`src/rtl/dcache_wbb_pkg.sv`:
```
// Shared types for the data-cache write-back buffer: drain FSM states and
// per-entry bookkeeping.
package dcache_wbb_pkg;

  typedef enum logic [1:0] {
    S_IDLE = 2'd0,
    S_ADDR = 2'd1,
    S_DATA = 2'd2
  } wbb_state_e;

  // The entry address lives in its own ADDR_W-wide array beside this struct.
  typedef struct packed {
    logic       valid;
    logic       filling;
    logic       uncached;
    logic [3:0] strb;
  } wbb_meta_t;

  localparam logic [3:0] WBB_STRB_FULL = 4'hf;

endpackage

```
`src/rtl/dcache_wbb_ram.sv`:
```
// Line storage for the write-back buffer: one registered word write port and
// an asynchronous word read port, so drain beats need no read latency.
module dcache_wbb_ram #(
  parameter int DEPTH      = 2,
  parameter int LINE_WORDS = 4
) (
  input  logic                          clk,
  input  logic                          we_i,
  input  logic [$clog2(DEPTH)-1:0]      wentry_i,
  input  logic [$clog2(LINE_WORDS)-1:0] wword_i,
  input  logic [31:0]                   wdata_i,
  input  logic [$clog2(DEPTH)-1:0]      rentry_i,
  input  logic [$clog2(LINE_WORDS)-1:0] rword_i,
  output logic [31:0]                   rdata_o
);

  logic [31:0] mem_q [DEPTH*LINE_WORDS];

  // Data contents are intentionally left unreset; valid bits gate their use.
  always_ff @(posedge clk) begin
    if (we_i) mem_q[{wentry_i, wword_i}] <= wdata_i;
  end

  assign rdata_o = mem_q[{rentry_i, rword_i}];

endmodule

```
`src/rtl/dcache_wb_buffer.sv`:
```
// Multi-entry dirty-line / uncached-store write-back buffer between the LSU
// and the cache bus; entries fill one word per cycle and drain in FIFO order.
module dcache_wb_buffer
  import dcache_wbb_pkg::*;
#(
  parameter int DEPTH      = 2,
  parameter int LINE_WORDS = 4,
  parameter int ADDR_W     = 32
) (
  input  logic              clk,
  input  logic              rst_n,
  input  logic              push_valid,
  output logic              push_ready,
  input  logic              push_first,
  input  logic              push_last,
  input  logic              push_uncached,
  input  logic [ADDR_W-1:0] push_addr,
  input  logic [31:0]       push_data,
  input  logic [3:0]        push_strb,
  input  logic [ADDR_W-1:0] lookup_paddr,
  output logic              lookup_hit,
  input  logic              bus_busy_i,
  output logic              bus_busy_o,
  output logic              bus_req_valid,
  input  logic              bus_req_ready,
  output logic [ADDR_W-1:0] bus_req_addr,
  output logic [7:0]        bus_req_len,
  output logic [31:0]       bus_wdata,
  output logic [3:0]        bus_wstrb,
  output logic              bus_wlast,
  input  logic              bus_data_ok,
  output logic              empty_o,
  output logic              full_o,
  output wbb_state_e        dbg_state_o
);

  localparam int PW  = $clog2(DEPTH);
  localparam int WW  = $clog2(LINE_WORDS);
  localparam int OFF = WW + 2;
  localparam logic [7:0] LINE_LEN = 8'(LINE_WORDS - 1);

  wbb_meta_t         meta_q [DEPTH];
  wbb_meta_t         meta_d [DEPTH];
  logic [ADDR_W-1:0] addr_q [DEPTH];
  logic [PW-1:0]     wr_ptr_q, wr_ptr_d, rd_ptr_q, rd_ptr_d;
  logic [PW:0]       count_q, count_d;
  logic [WW-1:0]     fill_cnt_q, fill_cnt_d, beat_cnt_q, beat_cnt_d;
  wbb_state_e        state_q, state_d;

  logic          push_fire, commit, free, any_filling;
  logic [WW-1:0] fill_idx;
  logic          unused_lookup_lsb;

  assign full_o     = (count_q == (PW+1)'(DEPTH));
  assign push_ready = !full_o;
  assign push_fire  = push_valid & push_ready;
  assign commit     = push_fire & push_last;
  assign fill_idx   = push_first ? '0 : fill_cnt_q;
  assign fill_cnt_d = push_fire ? fill_idx + 1'b1 : fill_cnt_q;
  assign wr_ptr_d   = wr_ptr_q + PW'(commit);
  assign rd_ptr_d   = rd_ptr_q + PW'(free);
  assign count_d    = count_q + (PW+1)'(commit) - (PW+1)'(free);

  always_comb begin
    meta_d = meta_q;
    if (push_fire && push_first) begin
      meta_d[wr_ptr_q].filling  = 1'b1;
      meta_d[wr_ptr_q].uncached = push_uncached;
      meta_d[wr_ptr_q].strb     = push_uncached ? push_strb : WBB_STRB_FULL;
    end
    if (commit) begin
      meta_d[wr_ptr_q].filling = 1'b0;
      meta_d[wr_ptr_q].valid   = 1'b1;
    end
    if (free) meta_d[rd_ptr_q].valid = 1'b0;
  end

  // The entry being drained keeps its valid bit until the final data_ok, so
  // the LSU keeps seeing a conflict for the whole burst.
  always_comb begin
    lookup_hit  = 1'b0;
    any_filling = 1'b0;
    for (int i = 0; i < DEPTH; i++) begin
      any_filling = any_filling | meta_q[i].filling;
      if ((meta_q[i].valid || meta_q[i].filling) && !meta_q[i].uncached &&
          addr_q[i][ADDR_W-1:OFF] == lookup_paddr[ADDR_W-1:OFF])
        lookup_hit = 1'b1;
    end
  end
  assign unused_lookup_lsb = ^lookup_paddr[OFF-1:0];
  assign empty_o = (count_q == '0) && !any_filling;

  always_comb begin
    state_d       = state_q;
    beat_cnt_d    = beat_cnt_q;
    bus_req_valid = 1'b0;
    free          = 1'b0;
    case (state_q)
      S_IDLE: begin
        if (meta_q[rd_ptr_q].valid && !bus_busy_i) begin
          state_d    = S_ADDR;
          beat_cnt_d = '0;
        end
      end
      S_ADDR: begin
        bus_req_valid = 1'b1;
        if (bus_req_ready) state_d = S_DATA;
      end
      S_DATA: begin
        if (bus_data_ok) begin
          beat_cnt_d = beat_cnt_q + 1'b1;
          if (bus_wlast) begin
            free    = 1'b1;
            state_d = S_IDLE;
          end
        end
      end
      default: state_d = S_IDLE;
    endcase
  end

  assign bus_busy_o   = (state_q != S_IDLE);
  assign bus_req_addr = addr_q[rd_ptr_q];
  assign bus_req_len  = meta_q[rd_ptr_q].uncached ? 8'd0 : LINE_LEN;
  assign bus_wstrb    = meta_q[rd_ptr_q].strb;
  assign bus_wlast    = (state_q == S_DATA) && (8'(beat_cnt_q) == bus_req_len);
  assign dbg_state_o  = state_q;

  always_ff @(posedge clk or negedge rst_n) begin
    if (!rst_n) begin
      for (int i = 0; i < DEPTH; i++) meta_q[i] <= '0;
      wr_ptr_q   <= '0;
      rd_ptr_q   <= '0;
      count_q    <= '0;
      fill_cnt_q <= '0;
      beat_cnt_q <= '0;
      state_q    <= S_IDLE;
    end else begin
      meta_q     <= meta_d;
      wr_ptr_q   <= wr_ptr_d;
      rd_ptr_q   <= rd_ptr_d;
      count_q    <= count_d;
      fill_cnt_q <= fill_cnt_d;
      beat_cnt_q <= beat_cnt_d;
      state_q    <= state_d;
    end
  end

  always_ff @(posedge clk) begin
    if (push_fire && push_first) addr_q[wr_ptr_q] <= push_addr;
  end

  dcache_wbb_ram #(
    .DEPTH      (DEPTH),
    .LINE_WORDS (LINE_WORDS)
  ) u_ram (
    .clk      (clk),
    .we_i     (push_fire),
    .wentry_i (wr_ptr_q),
    .wword_i  (fill_idx),
    .wdata_i  (push_data),
    .rentry_i (rd_ptr_q),
    .rword_i  (beat_cnt_q),
    .rdata_o  (bus_wdata)
  );

endmodule
```
`config.mk`:
```
export PLATFORM = sky130hd
export DESIGN_NAME = dcache_wb_buffer
export DESIGN_NICKNAME = d
export VERILOG_FILES = /design/src/rtl/dcache_wbb_pkg.sv /design/src/rtl/dcache_wbb_ram.sv /design/src/rtl/dcache_wb_buffer.sv
export SDC_FILE = /design/constraint.sdc
export NUM_CORES = 1
export LEC_CHECK = 0
export ABC_AREA = 1
export CORE_MARGIN = 2
export CORE_UTILIZATION = 35
export DETAILED_ROUTE_END_ITERATION = 7
export HOLD_SLACK_MARGIN = 0.12
export REMOVE_ABC_BUFFERS = 1
export SETUP_SLACK_MARGIN = 0.4
export SLEW_MARGIN = 0
export SYNTH_ARGS = -nofsm -noshare
export SYNTH_HDL_FRONTEND = slang
export SYNTH_SLANG_ARGS = --single-unit
```
`constraint.sdc`:
```
create_clock -name clk -period 3.5 [get_ports clk]
set_clock_uncertainty 0.1 [all_clocks]
set_input_delay 0.7 -clock clk [delete_from_list [all_inputs] [get_ports clk]]
set_output_delay 0.7 -clock clk [all_outputs]
set_load 0.05 [all_outputs]
```
# Word-level counts from Yosys, hierarchy flattened
# Memories as Yosys holds them, arrays and structs flattened.
# Cells that the tools add are included.
# word_totals
word_cells,107
regBits,24
ramBits,320
mem_count,2
# memory_table
name,words,word_bits,rd,rd_clocked_by_memory_dff,wr,line,rtl
u_ram.mem_q,8,32,1,0,1,dcache_wbb_ram.sv:17,logic [31:0] mem_q [DEPTH*LINE_WORDS];
addr_q,2,32,3,0,1,dcache_wb_buffer.sv:44,logic [ADDR_W-1:0] addr_q [DEPTH];
# op_classes
n_addsub,6
n_lt_le_gt_ge,4
n_reduce_logical,23
n_mux,43
bitwise_logic,5
eq_ne,10
# ops
operator,count
$bwmux W14,6
$eq A28 B28 Y1,2
$mux W14,3
$demux W7 S1,5
$mux W7,5
$mux W2,8
$logic_and A1 B1 Y1,10
$mux W1,10
$mux W4,2
$ne A2 B2 Y1 const B,4
$mux W6,1
$pmux W2 S3,1
$logic_not A1 Y1,5
$mux W5,1
$add A2 B1 Y2 const B,2
$eq A2 B2 Y1 const B,2
$ge A2 B2 Y1 const B,2
$logic_not A2 Y1,2
$lt A2 B1 Y1 const B,2
$not A1 Y2,2
$pmux W2 S2,1
$reduce_and A4 Y1,1
$reduce_bool A2 Y1,2
$reduce_and A3 Y1,1
8 further kinds,11

# Longest topological paths before layout
# Gate-level depths: netlist of run 1.
# logic_depth
ltp_word,14
depth_mapped,11
mapped_depth_nobuf,10

# Modules after synthesis
# A second synthesis of run 1 with hierarchy kept.
# unflattened
hier_cells,1666
area_unflattened_um2,15793.9
# by_module_without_submodules
module,area_per_inst_um2,seq_area_each_um2,cells_each,n_inst
dcache_wbb_ram,11232.0,7687.4,1124,1
dcache_wb_buffer,4561.9,2522.4,542,1

# Least setup slack after synthesis of run 1
# No wires, ideal clock.
# synth_path
path_type,input-to-reg
startpoint,input port push_first
endpoint,memory u_ram.mem_q[3][0] (enable)
path_slack_ns,-0.281
path_stages,5
setup_ns,0.461
t_required_ns,2.939
path_buffers,0
arrival_ns,3.219
path_cell_list,nor2_1 inv_1 nor2_1 inv_1 nor3_1
# synth_via
elab_chain_cells,1
# synth_lines
element,line,rtl
from (decl),dcache_wb_buffer.sv:14,"input logic push_first,"
$mux W2,dcache_wb_buffer.sv:58,assign fill_idx = push_first ? '0 : fill_cnt_q;
to (decl),dcache_wbb_ram.sv:17,
# No other way between the ends.

# Final worst setup path of run 1
# layout_path
startpoint,register beat_cnt_q[0]
endpoint,output port bus_wdata[0]
# layout_via
elab_chain_cells,1
# layout_lines
element,line,rtl
from (decl),dcache_wb_buffer.sv:47,"logic [WW-1:0] fill_cnt_q, fill_cnt_d, beat_cnt_q, beat_cnt_d;"
from (signal assigned),dcache_wb_buffer.sv:144,beat_cnt_q <= beat_cnt_d;
$mem_v2 Z8 W32,n/a,
to (decl),dcache_wb_buffer.sv:28,"output logic [31:0] bus_wdata,"
# No other way between the ends.

==> impl_metrics.ini, run 1 <==
[run_status]
status = finished, final reports clean

[global_routing]
grt_pass1_wl_um = 57000
grtUsageTotal = 0.172
grt_pass1_vias = 9938
antenna_found_initial = 5
overflow = 0
grt_max_degree = 65

[sta]
setup_viol = 0
slew_viol_final = 0
fin_crit_sh = 0.875
tightest_slew_ps = 770
hold-worst-slack_ps = 385
setup_tns_ps = 0
max_clock_freq_ghz = 0.327
rsz0062_at_grt = true
fin_crit_ps = 3060
max_slew_margin = 0.485
hold_viol_final = 0

[final_layout]
fillers = 3665
design_area_um2 = 18600
final_core_util = 0.454
finalNetCount = 1645
seq_area_um2 = 10200
final_cell_count_no_fill = 2096
drive_gt1_frac = 0.111
multiInputGateArea_um2 = 3660
synthToLayoutAreaGrowth_pct = 27.7

[floorplanning]
die_h_um = 208
core-area_um2 = 41000
row_count = 74
start_util = 0.356
die_x_um = 208
die_area_um2 = 43300
io_pins = 194

[setup_path]
critical_path.top_delay_family = buffers and inverters
cp_max_fo = 10
worstSetupPathType = reg -> out
crit_required_ps = 2700
start_kind = flip-flop
critical_path_arrival_ps = 2260
max_stage_delay_ps = 570
reg2reg_slack_ps = 1360
cp_slowest_cell = dfrtp_4
cp-end-kind = primary output
worstPathCellList = clkinv_8 > buf_12 > bufbuf_16 > o21ai_0 > a31oi_2 > buf_4
critPathBufInv = 4

[placed_design]
io_buffers = 183
place_inst = 2015
gp_congestion = 0.839
place_hpwl_um = 21000
place_area_um2 = 17100

[logic_synthesis]
synth_largest_area_cell = edfxtp_1
syn-instance-count = 1333
yosysWarnings = 0
postSynth.asyncResetShare = 0.0698
synth_area_leaders = edfxtp_1 (66%), nand2_1 (8.2%), nor2_1 (5.2%)
avgSynthCellArea_um2 = 10.9
synth-seq-cells = 344
yosysSeqAreaShare = 0.700
synth_top_area_frac = 0.658
synth_edf_count = 320
synth-main-ff-cell = edfxtp_1
syn_area_um2 = 14600
synthDistinctLibCells = 32

[clock_network]
tritoncts = built
clk_latency_ps = 530
clk_pin_slew_ps = 60
clk_path_buf_depth = 3
hold_buffers = 0
cts.sinks = 344
cts_buffers = 38
htreeDepth = 2
cts_root_buf = clkbuf_16

[drt]
drtAntennaViolNets = 0
via_per_inst = 4.84
vias = 10100
drc = 0
dr.pass1.iters = 7
wl_per_cell_um = 17.9
wirelength_um = 37600
first_iter_violations = 683

[power_and_ir_drop]
p_leak_uw = 0.00716
irDropWorstVdd_mv = 0.969
pwr_density_cell_nw_per_um2 = 887

[min_path]
hold_class = reg -> reg

[run]
cap_violations = 0
==> cell type report <==
cell class,instances,area share
diodes,2,0.000269
clock buffers,50,0.0551
repair buffers,220,0.132
well taps,532,0.0357
clock inverters,18,0.00873
multi-input cells,816,0.196
inverters,114,0.0239
flip-flops and latches,344,0.548
==> flip-flops by register name (all words and copies together) (netlist names), named ones only <==
signal and flops:
addr_q 64, beat_cnt_q 2, count_q 2, dbg_state_o 2, fill_cnt_q 2, meta_q 2
rd_ptr_q 1, u_ram.mem_q 256, wr_ptr_q 1
==> path summary, 6_finish.rpt <==
check	startpoint	endpoint	cells after the start
worst max-delay path	beat_cnt_q[0]	bus_wdata[0]	6
worst min-delay path	flip-flop	flip-flop	2
worst max register to register	beat_cnt_q[0]	count_q[1]	9
worst min register to register	flip-flop	flip-flop	2
max in group asynchronous	rst_n	async pin	2
min in group asynchronous	rst_n	async pin	1
==> placed cells by master (no fill, tap or decap), types with 5 or more instances in the layout <==
master             n
nand2_1          320
edfxtp_1         320
nor2_1           195
o21ai_0          146
clkdlybuf4s50_1  115
inv_1            110
buf_4             46
clkbuf_16         41
a21oi_1           38
o21ai_1           33
a31oi_1           27
buf_12            24
dfrtp_1           21
xnor2_1           10
clkbuf_1          10
dlygate4sd2_1      8
nor2_4             7
conb_1             6
clkinv_1           6
clkinv_2           6
clkbuf_2           6
nand3_1            5
a31oi_2            5
buf_6              5
==> synthesized netlist by cell type, types with 4 or more instances <==
cell type  instances
edfxtp_1         320
o21ai_0          151
or2_2              4
inv_1            110
dfrtp_1           24
buf_6              8
o21ai_1           28
buf_4             15
nand2_1          320
buf_2             17
a31oi_1           32
inv_2              4
a21oi_1           39
clkbuf_1          21
xnor2_1           10
nand3_1            5
nor2_1           202
==> stage by stage <==
stage / worst slack [ps] / power [uW]
global route: 344 / 17400
CTS: 363 / 16600
floorplan: -1770 / 9730
detailed placement: 491 / 12500
global placement: 504 / 12400
finish: 439 / 16500
==> worst register-to-register path, delay by kind of cell, from the launching register on <==
| family | cells | cell delay (ps) |
|---|---|---|
| flip-flops | 1 | 590 |
| XOR/XNOR | 1 | 110 |
| buffers and inverters | 3 | 450 |
| AND/OR/NAND/NOR | 3 | 420 |
| adder cells (fa/ha/maj) | 2 | 390 |
==> per-layer routing <==
metal,vias up,track usage,wire [um]
met5,-,0,42
met4,6,0.0521,827
met3,64,0.0383,2290
met2,313,0.281,17400
met1,4848,0.228,17000
li1,4911,-,-
==> where the power goes <==
group          internal [uW]  switching [uW]  total [uW]  leakage (uW)
logic                   2330            5100        7430       0.00339
registers               5060             258        5320       0.00319
clock network           2220            1560        3780      0.000583
total                   9610            6920       16500       0.00716
==> cell families after synthesis <==
| logic type | share of synthesized area |
|---|---|
| compound gates | 0.0916 |
| fa+ha+maj | 0.00171 |
| flops | 0.700 |
| simple gates | 0.142 |
| other cells | 0.000257 |
| xor+xnor | 0.00780 |
| buf+inv | 0.0575 |
==> repair_timing <==
item	in CTS	in global routing
endpoints found under the setup margin	49	45
gates resized for setup	27	45
pin swaps	0	5
cloned	5	2
hold endpoints to repair	0	0
buffers inserted	4	0
Power figures use the tool's default switching activity.
==> run 2, diff against run 1 <==
--- a/config.mk
+++ b/config.mk
@@ -6,10 +6,12 @@
 export NUM_CORES = 1
 export LEC_CHECK = 0
 export ABC_AREA = 1
+export CAP_MARGIN = 20
 export CORE_MARGIN = 2
-export CORE_UTILIZATION = 35
+export CORE_UTILIZATION = 50
 export DETAILED_ROUTE_END_ITERATION = 7
 export HOLD_SLACK_MARGIN = 0.12
+export PLACE_DENSITY = 0.76
 export REMOVE_ABC_BUFFERS = 1
 export SETUP_SLACK_MARGIN = 0.4
 export SLEW_MARGIN = 0
==> impl_metrics.ini, run 2 (same netlist as run 1, synthesis figures left out) <==
[placed_design]
gp_congestion = 0.935
place_inst = 1867
place_area_um2 = 17400
place_ws_ps = 522
io_buffers = 183
place_hpwl_um = 20500

[clock_network]
clk_latency_ps = 520
tritoncts = built
clk_path_buf_depth = 3
cts_buffers = 37
htreeDepth = 2
cts.sinks = 344
hold_buffers = 0
clk_pin_slew_ps = 60
cts_root_buf = clkbuf_16

[setup_path]
reg2reg_slack_ps = 1240
reg2reg_from = rd_ptr_q
cp_max_fo = 30
start_kind = flip-flop
r2r-end = count_q[1]
ff2ff_path_depth = 10
worstSetupPathType = reg -> out
crit_required_ps = 2700
critical_path_arrival_ps = 2240
cp-end-kind = primary output

[power_and_ir_drop]
p_switching_uw = 7030
pwr_density_cell_nw_per_um2 = 925
switching_share = 0.404
power_frac_seq = 0.306
p_leak_uw = 0.00728
irDropWorstVdd_mv = 1.10
comb_power_share = 0.479
p_int_uw = 10400
p_clk_frac = 0.215

[sta]
hold_viol_final = 0
fin_crit_ps = 3040
tightest_slew_ps = 767
max_slew_margin = 0.487
max_clock_freq_ghz = 0.329
fin_ws_ps = 458
rsz0062_at_grt = true
fin_crit_sh = 0.869
setup_viol = 0
setup_tns_ps = 0
slew_viol_final = 0

[drt]
wirelength_um = 35400
drtAntennaViolNets = 0
drc = 0
first_iter_violations = 871
wl_per_cell_um = 18.2
vias = 10300
dr.pass1.iters = 5
via_per_inst = 5.30

[floorplanning]
io_pins = 194
core-area_um2 = 28700
die_h_um = 175
start_util = 0.509
die_area_um2 = 30600
row_count = 62
die_x_um = 175

[final_layout]
largest_reg_flops = 256
synthToLayoutAreaGrowth_pct = 28.9
mostFrequentLayoutCells = nand2_1 (320), edfxtp_1 (320), nor2_1 (195)
top_register = u_ram.mem_q
final_cell_count_no_fill = 1944
reg.largest.list = u_ram.mem_q (256), addr_q (64)
finalNetCount = 1643
n_antenna_cell = 0
drive_gt1_frac = 0.112
design_area_um2 = 18800

[global_routing]
grt_max_degree = 61
grtUsageTotal = 0.227
antenna_found_initial = 0
overflow = 0
grt_pass1_vias = 9972
grt_pass1_wl_um = 53500

[min_path]
hold_path_depth = 2
hold_class = reg -> reg

[run]
cap_violations = 0

[run_status]
status = finished, final reports clean
==> run 2: how the worst max path moves through the flow <==
stage                      from      endpoint  slack, ps
2_1_floorplan     beat_cnt_q[0]     bus_wlast      -1770
3_3_place_gp   lookup_paddr[10]    lookup_hit        510
3_5_place_dp   lookup_paddr[10]    lookup_hit        520
4_1_cts                rd_ptr_q     bus_wlast        330
5_1_grt           beat_cnt_q[0]  bus_wdata[8]        380
6_report          beat_cnt_q[0]  bus_wdata[1]        460
==> run 2: area by class of cell <==
type | count | area [um2]
clock buffer | 49 | 1000
clock inverter | 18 | 169
timing repair buffer | 219 | 2800
fill | 2117 | 9890
tap | 384 | 480
multi-input combinational | 816 | 3710
sequential | 344 | 10200
inverter | 114 | 438
==> run 2: stage by stage <==
stage / total power, uW / utilization / hold slack, ps
global route: 18200 / 0.656 / 401
finish: 17400 / 0.656 / 378
floorplan: 9730 / - / 304
global placement: 13300 / 0.606 / 366
CTS: 17400 / 0.652 / 384
detailed placement: 13400 / 0.606 / 367
==> run 2: repair_timing <==
item,CTS,global route
setup buffers,5,2
gates cloned,1,2
endpoints found under the setup margin,63,30
resized for setup,39,13
pin swaps,0,2
==> run 2: per-layer routing <==
metal,share of wire,up-vias,global-route usage
met5,0,-,0
met4,0.024,0,0.0722
met3,0.077,72,0.0409
met2,0.49,436,0.388
met1,0.41,4889,0.297
li1,-,4898,-
==> run 2: worst max-delay path: stages (launching register included) <==
cell and delay, ps:
dfrtp_4 570, inv_8 150, buf_16 190, nor2_1 60
o21ai_1 130, a21oi_1 70, a31oi_2 340, buf_12 190
==> run 2: power by group through the flow <==
stage	clock network [uW]	logic (uW)	registers (uW)
3_5_place_dp	0	7940	5500
3_3_place_gp	0	7850	5470
5_1_grt	3970	8870	5370
6_report	3740	8340	5320
2_1_floorplan	0	4150	5570
4_1_cts	3800	8220	5340
